**config.mk**
```make
export PLATFORM = sky130hd
export DESIGN_NAME = pipeline_flush_ctrl
export DESIGN_NICKNAME = d
export VERILOG_FILES = /design/src/rtl/pipeline_flush_ctrl_pkg.sv /design/src/rtl/pipeline_flush_ctrl_sat_counter.sv /design/src/rtl/pipeline_flush_ctrl.sv
export SDC_FILE = /design/constraint.sdc
export NUM_CORES = 1
export LEC_CHECK = 0
export CAP_MARGIN = 20
export CORE_MARGIN = 2
export CORE_UTILIZATION = 52
export CTS_CLUSTER_DIAMETER = 30
export DETAILED_ROUTE_END_ITERATION = 7
export PLACE_DENSITY = 0.92
export SKIP_CTS_REPAIR_TIMING = 1
export SYNTH_ARGS = -nofsm -noshare
export SYNTH_HDL_FRONTEND = slang
export SYNTH_HIERARCHICAL = 1
export SYNTH_SLANG_ARGS = --single-unit
```
**constraint.sdc**
```tcl
create_clock -name CLK -period 5.9 [get_ports CLK]
set_clock_uncertainty 0.2 [all_clocks]
set_input_delay 1.18 -clock CLK [delete_from_list [all_inputs] [get_ports CLK]]
set_output_delay 1.18 -clock CLK [all_outputs]
set_load 0.02 [all_outputs]
```
**src/rtl/pipeline_flush_ctrl_pkg.sv**
```systemverilog
// Shared encodings for the front-end stall/flush sequencer and the PC generator
// that decodes its redirect select.
package pipeline_flush_ctrl_pkg;

  typedef enum logic [1:0] {
    ST_RUN   = 2'd0,
    ST_HOLD  = 2'd1,
    ST_DRAIN = 2'd2,
    ST_INV   = 2'd3
  } state_e;

  localparam logic [1:0] SEL_BRANCH = 2'd0;
  localparam logic [1:0] SEL_TRAP   = 2'd1;
  localparam logic [1:0] SEL_EPC    = 2'd2;
  localparam logic [1:0] SEL_FENCE  = 2'd3;

endpackage

```
**src/rtl/pipeline_flush_ctrl_sat_counter.sv**
```systemverilog
// Saturating up-counter: increments on inc_i and sticks at all-ones.
module pipeline_flush_ctrl_sat_counter #(
  parameter int unsigned W = 32
) (
  input  logic         clk_i,
  input  logic         rst_ni,
  input  logic         inc_i,
  output logic [W-1:0] cnt_o
);

  logic [W-1:0] cnt_q, cnt_d;

  always_comb begin
    cnt_d = cnt_q;
    if (inc_i && (cnt_q != '1)) cnt_d = cnt_q + W'(1);
  end

  always_ff @(posedge clk_i or negedge rst_ni) begin
    if (!rst_ni) cnt_q <= '0;
    else         cnt_q <= cnt_d;
  end

  assign cnt_o = cnt_q;

endmodule

```
**src/rtl/pipeline_flush_ctrl.sv**
```systemverilog
// Central stall/flush sequencer: combines stall sources and redirect events into
// pipeline lock/flush controls, sequencing FENCE.I drain/invalidate and fetch hold.
module pipeline_flush_ctrl
  import pipeline_flush_ctrl_pkg::*;
#(
  parameter int unsigned HOLD_CYCLES = 2,
  parameter int unsigned CNT_W       = 32
) (
  input  logic             CLK,
  input  logic             RST,
  input  logic             MEM_STALL,
  input  logic             MULDIV_BUSY,
  input  logic             CSR_STALL,
  input  logic             LOAD_USE,
  input  logic             ICACHE_MISS,
  input  logic             XCPT_TAKEN,
  input  logic             ERET,
  input  logic             FENCE_I,
  input  logic             BRANCH_MISS,
  input  logic             STORE_BUF_EMPTY,
  input  logic             ICACHE_INVAL_DONE,
  output logic             lock_PIPELINE,
  output logic             lock_FETCH,
  output logic             FLUSH_P1,
  output logic             FLUSH_P2,
  output logic             ICACHE_INVAL,
  output logic             REDIRECT_VALID,
  output logic [1:0]       REDIRECT_SEL,
  output logic [CNT_W-1:0] PERF_FLUSH_CNT
);

  localparam int unsigned       HCNT_W    = $clog2(HOLD_CYCLES + 1);
  localparam logic [HCNT_W-1:0] HOLD_INIT = HCNT_W'(HOLD_CYCLES);
  localparam logic [HCNT_W-1:0] HOLD_LAST = HCNT_W'(1);

  state_e            state_q, state_d;
  logic [HCNT_W-1:0] hold_q, hold_d;
  logic              xcpt_pend_q, xcpt_pend_d;

  logic       lock_pipe, flush_p1, flush_p2, inval, redir_vld;
  logic [1:0] redir_sel;

  assign lock_pipe = MEM_STALL | MULDIV_BUSY | CSR_STALL;

  always_ff @(posedge CLK or negedge RST) begin
    if (!RST) begin
      state_q     <= ST_RUN;
      hold_q      <= '0;
      xcpt_pend_q <= 1'b0;
    end else begin
      state_q     <= state_d;
      hold_q      <= hold_d;
      xcpt_pend_q <= xcpt_pend_d;
    end
  end

  always_comb begin
    state_d     = state_q;
    hold_d      = hold_q;
    xcpt_pend_d = xcpt_pend_q;
    flush_p1    = 1'b0;
    flush_p2    = 1'b0;
    inval       = 1'b0;
    redir_vld   = 1'b0;
    redir_sel   = SEL_BRANCH;

    unique case (state_q)
      ST_RUN, ST_HOLD: begin
        if (XCPT_TAKEN || ERET) begin
          flush_p1  = 1'b1;
          redir_vld = 1'b1;
          redir_sel = XCPT_TAKEN ? SEL_TRAP : SEL_EPC;
          state_d   = ST_HOLD;
          hold_d    = HOLD_INIT;
        end else if (state_q == ST_RUN) begin
          if (FENCE_I) begin
            flush_p1 = 1'b1;
            state_d  = ST_DRAIN;
          end else if (BRANCH_MISS && !lock_pipe) begin
            // A stalled mispredict is dropped; execute presents it again later.
            flush_p2  = 1'b1;
            redir_vld = 1'b1;
            redir_sel = SEL_BRANCH;
            state_d   = ST_HOLD;
            hold_d    = HOLD_INIT;
          end
        end else begin
          hold_d = hold_q - HOLD_LAST;
          if (hold_q <= HOLD_LAST) state_d = ST_RUN;
        end
      end
      ST_DRAIN: begin
        if (XCPT_TAKEN) begin
          flush_p1  = 1'b1;
          redir_vld = 1'b1;
          redir_sel = SEL_TRAP;
          state_d   = ST_HOLD;
          hold_d    = HOLD_INIT;
        end else if (STORE_BUF_EMPTY) begin
          inval   = 1'b1;
          state_d = ST_INV;
        end
      end
      ST_INV: begin
        // Invalidation always completes; an exception seen meanwhile wins the redirect.
        if (ICACHE_INVAL_DONE) begin
          redir_vld   = 1'b1;
          state_d     = ST_HOLD;
          hold_d      = HOLD_INIT;
          xcpt_pend_d = 1'b0;
          if (XCPT_TAKEN || xcpt_pend_q) begin
            flush_p1  = 1'b1;
            redir_sel = SEL_TRAP;
          end else begin
            redir_sel = SEL_FENCE;
          end
        end else if (XCPT_TAKEN) begin
          xcpt_pend_d = 1'b1;
        end
      end
      default: state_d = ST_RUN;
    endcase
  end

  assign lock_PIPELINE  = RST & lock_pipe;
  assign lock_FETCH     = RST & (lock_pipe | LOAD_USE | ICACHE_MISS | (state_q != ST_RUN));
  assign FLUSH_P1       = RST & flush_p1;
  assign FLUSH_P2       = RST & flush_p2;
  assign ICACHE_INVAL   = RST & inval;
  assign REDIRECT_VALID = RST & redir_vld;
  assign REDIRECT_SEL   = (RST && redir_vld) ? redir_sel : SEL_BRANCH;

  pipeline_flush_ctrl_sat_counter #(
    .W (CNT_W)
  ) u_perf_cnt (
    .clk_i  (CLK),
    .rst_ni (RST),
    .inc_i  (FLUSH_P1 | FLUSH_P2),
    .cnt_o  (PERF_FLUSH_CNT)
  );

endmodule

```
# After elaboration in Yosys (flattened, before gate mapping)
# Index checks and enable logic that the tools add are counted.
dict set report op_classes {
  eq_ne 11
  n_bitwise 12
  add_sub_neg 2
  n_lt_le_gt_ge 1
  mux 43
  reduce_logical 13
}
# op count
set ops {}
lappend ops {{$mux W2} 19}
lappend ops {{$add A32 B1 Y32 const B} 1}
lappend ops {{$ne A32 B32 Y1 const B} 1}
lappend ops {{$mux W1} 19}
lappend ops {{$pmux W2 S3} 3}
lappend ops {{$ne A4 B4 Y1 const B} 3}
lappend ops {{$reduce_and A4 Y1} 2}
lappend ops {{$and A1 B1 Y1} 6}
lappend ops {{$or A1 B1 Y1} 6}
lappend ops {{$pmux W1 S3} 2}
lappend ops {{$ne A5 B5 Y1 const B} 1}
lappend ops {{$eq A2 B2 Y1 const B} 2}
lappend ops {{$ne A2 B2 Y1 const B} 2}
lappend ops {{$reduce_bool A2 Y1} 2}
lappend ops {{$logic_and A1 B1 Y1} 3}
lappend ops {{$ne A3 B3 Y1 const B} 1}
lappend ops {{$eq A2 B1 Y1 const B} 1}
lappend ops {{$le A2 B1 Y1 const B} 1}
lappend ops {{$logic_not A2 Y1} 1}
lappend ops {{$logic_or A1 B1 Y1} 2}
lappend ops {{$reduce_and A2 Y1} 1}
lappend ops {{$reduce_or A2 Y1} 1}
lappend ops {{$sub A2 B1 Y2 const B} 1}
lappend ops {{$logic_not A1 Y1} 1}
dict set report word_totals {
  word_cells 86
  output_inout_bits 40
  ff_bits 37
}

# Depth between registers and ports, before layout
dict set report depth {
  word_depth 12
  ltp_mapped 11
  depth_no_buf 9
}

# Modules after synthesis
# Netlist, hierarchy kept.
# module instances cells_each area_per_inst_um2
set by_module_without_submodules {}
lappend by_module_without_submodules {pipeline_flush_ctrl_sat_counter 1 153 1617.8}
lappend by_module_without_submodules {pipeline_flush_ctrl 1 55 429.2}

# Worst setup path before layout
# No wires, ideal clock.
dict set report synth_path {
  kind {input port to output port}
  startpoint {input MULDIV_BUSY}
  endpoint {output REDIRECT_SEL[1]}
  arrival_ps 2722
  slack_ps 1798
  path_stages 3
  path_cell_list {or4_4 > or3_4 > a2111oi_2}
}
dict set report synth_via {
  elab_chain_len 11
}
# item line
set synth_rtl {}
lappend synth_rtl {{from (decl)} pipeline_flush_ctrl.sv:12} ;# input logic MULDIV_BUSY,
lappend synth_rtl {{$or A1 B1 Y1 (2 in a row)} pipeline_flush_ctrl.sv:43} ;# assign lock_pipe = MEM_STALL | MULDIV_BUSY | CSR_STALL;
lappend synth_rtl {{$logic_not A1 Y1} pipeline_flush_ctrl.sv:79} ;# end else if (BRANCH_MISS && !lock_pipe) begin
lappend synth_rtl {{$logic_and A1 B1 Y1} pipeline_flush_ctrl.sv:79}
lappend synth_rtl {{$mux W1} pipeline_flush_ctrl.sv:79}
lappend synth_rtl {{$mux W1} pipeline_flush_ctrl.sv:76} ;# if (FENCE_I) begin
lappend synth_rtl {{$mux W1} pipeline_flush_ctrl.sv:75} ;# end else if (state_q == ST_RUN) begin
lappend synth_rtl {{$mux W1} pipeline_flush_ctrl.sv:69} ;# if (XCPT_TAKEN || ERET) begin
lappend synth_rtl {{$pmux W1 S3} pipeline_flush_ctrl.sv:67} ;# unique case (state_q)
lappend synth_rtl {{$logic_and A1 B1 Y1} pipeline_flush_ctrl.sv:131} ;# assign REDIRECT_SEL = (RST && redir_vld) ? redir_sel : SEL_BRANCH;
lappend synth_rtl {{$mux W2} pipeline_flush_ctrl.sv:131}
lappend synth_rtl {{to (decl)} pipeline_flush_ctrl.sv:28} ;# output logic [1:0] REDIRECT_SEL,
# Every way passes these cells.

# Worst setup path after layout
# Same ends and word-level chain as after synthesis.

==> impl_metrics.toml <==
[floorplanning]
coreArea_um2 = 3720
design.die.area_um2 = 4450
io_pins = 53
std_cell_rows = 22
die_w_um = 66.7
die_h_um = 66.7
initial_core_util = 0.551

[synth]
ys_seq_area_frac = 0.452
yosysWarnings = 6
syn-cell-area_um2 = 2050
syn_nets = 223
synth_edf_count = 0
postSynthAreaPerCell_um2 = 9.84
ys_ff_latch = 37
synthDistinctLibCells = 43
synth_ff_type = "dfrtp_1"
synthesis.instances = 208
synth-async-reset-ratio = 1.00

[cells_and_area]
area_growth_pct = 31.1
layout_common_cells = "clkdlybuf4s50_1, dfrtp_1, nand2_1"
layout-drive-gt1-share = 0.0720
diodes = 0
finalNetCount = 278
nFillCells = 293
multi_input_area_um2 = 1070
mostFrequentLayoutCell = "clkdlybuf4s50_1"
seq_area_um2 = 926

[timing]
slew_viol_final = 0
timing.fmax_mhz = 199
worst_slew_pin_slew_ns = 0.830
finalCritPeriodShare = 0.854
setup_viol = 0
relSlewSlack = 0.445
finalHoldViolCount = 0
whs_ns = 0.296
fin_ws_ns = 0.864
rsz0062_at_grt = "false"
finalWorstPathRequiredPeriod_ns = 5.04
tns_ns = 0

[critical_path]
crit_top_cell = "clkdlybuf4s50_1"
cp-end-kind = "primary output"
worstPathRequired_ns = 4.52
critPathKind = "in -> out"
slowest_stage = "clkdlybuf4s50_1"
worst-r2r-setup-slack_ns = 2.40
crit_chain = "clkdlybuf4s50_1 -> or4_4 -> or3_4 -> a2111oi_2 -> clkdlybuf4s50_1"
startpoint_type = "input pin"
cp_slowest_stage_delay_ns = 0.69
cp_max_fo = 4
critPathArrivalTime_ns = 3.66

[grt]
grt_pass1_wl_um = 7510
grt-ovfl-total = 0
grt_max_degree = 24
grt_pass1_vias = 1631
track_usage = 0.225
antenna_found_initial = 0

[job]
max_cap_violations = 0

[placed_design]
dp_hpwl_um = 3450
place_congestion = 0.879
io_buffers = 52
place_ws_ns = 0.899

[power_and_ir_drop]
p_per_area_nw_per_um2 = 248
p_leak_nw = 1.18
vdd_ir_drop_max_uv = 247

[run_status]
outcome = "finished clean"

[detailed_routing]
routed_wl_um = 4530
dr.pass1.iters = 4
vias = 1741
drtIter0Drc = 125
wl_per_cell_um = 14.5
drtAntennaViolNets = 0
viasPerCell = 5.58
drc = 0

[clock_network]
cts_buffer_depth = 2
cts_buffers = 5
clk_pin_slew_ns = 0.07
cts_root_buf = "clkbuf_8"
clk_latency_ns = 0.28
clkSinkCount = 37
cts_tree = "yes"
htree_levels = 2

[min_path]
hp-class = "reg -> reg"
-- state kept, by name (all words and copies together) (netlist names) --
| register | count |
|---|---|
| u_perf_cnt/cnt_o | 32 |
| hold_q | 2 |
| xcpt_pend_q | 1 |
| state_q | 2 |
-- routing by layer --
layer  track usage  vias up  wire (um)  share of wire
met5             0        -          0              0
met1         0.291      843       2050           0.45
li1              -      849          -              -
met4        0.0816        0         74          0.016
met2         0.360       42       2180           0.48
met3        0.0642        7        219          0.048
-- logic make-up after synthesis --
kind of cell | after synthesis | share of synthesized area
AOI/OAI and AO/OA | 26 | 0.107
xor gates and xnor gates | 29 | 0.124
adders and majority gates | 2 | 0.0122
buffers and inverters | 12 | 0.0257
DFF | 37 | 0.452
muxes | 3 | 0.0159
and+or+nand+nor | 99 | 0.263
-- cell type report --
class | count | area share
Inverter | 7 | 0.00979
Tap cell | 48 | 0.0224
Multi-Input combinational cell | 159 | 0.398
Clock buffer | 8 | 0.0298
Timing Repair Buffer | 53 | 0.195
Sequential cell | 37 | 0.345
-- worst paths after layout --
kind	from	end	cells past startpoint
setup / recovery	MULDIV_BUSY	REDIRECT_SEL[1]	5
hold / removal	u_perf_cnt/cnt_o[23]$_DFFE_PN0P_	u_perf_cnt/cnt_o[23]$_DFFE_PN0P_	1
setup reg to reg	state_q[0]$_DFFE_PN0P_	u_perf_cnt/cnt_o[20]$_DFFE_PN0P_	8
hold reg to reg	u_perf_cnt/cnt_o[23]$_DFFE_PN0P_	u_perf_cnt/cnt_o[23]$_DFFE_PN0P_	1
max in group asynchronous	RST	u_perf_cnt/cnt_o[31]$_DFFE_PN0P_	2
min in group asynchronous	RST	u_perf_cnt/cnt_o[6]$_DFFE_PN0P_	1
-- cell usage after synthesis (all sizes together), types with 5 or more instances --
master  count  area share
a31oi       5       0.015
and2        5       0.015
and3        6       0.018
and4        5       0.021
dfrtp      37        0.45
inv         7       0.013
nand2      25       0.046
nand3       8       0.022
nand4       7       0.028
nor2       17       0.031
nor3       12       0.032
xnor2      11       0.047
xor2       18       0.077
-- critical path: cells and delay by family --
family                 cells  cell delay [ns]
and+or+nand+nor            2             0.95
buffers and inverters      2             1.14
AOI/OAI and AO/OA          1             0.38
-- power by group --
part           internal [mW]  total (mW)  switching (mW)
clock network         0.0838       0.166          0.0822
registers              0.285       0.329          0.0439
logic                 0.0837       0.171          0.0874
total                  0.453       0.666           0.213
-- per-stage QoR --
step	total power [mW]	cells	util	area [um2]
3_3_place_gp	0.499	304	0.701	2600
4_1_cts	0.670	312	0.722	2680
5_1_grt	0.706	312	0.722	2680
3_5_place_dp	0.504	304	0.701	2600
2_1_floorplan	0.421	208	-	2050
6_report	0.666	312	0.722	2680
Power figures use the tool's default switching activity.
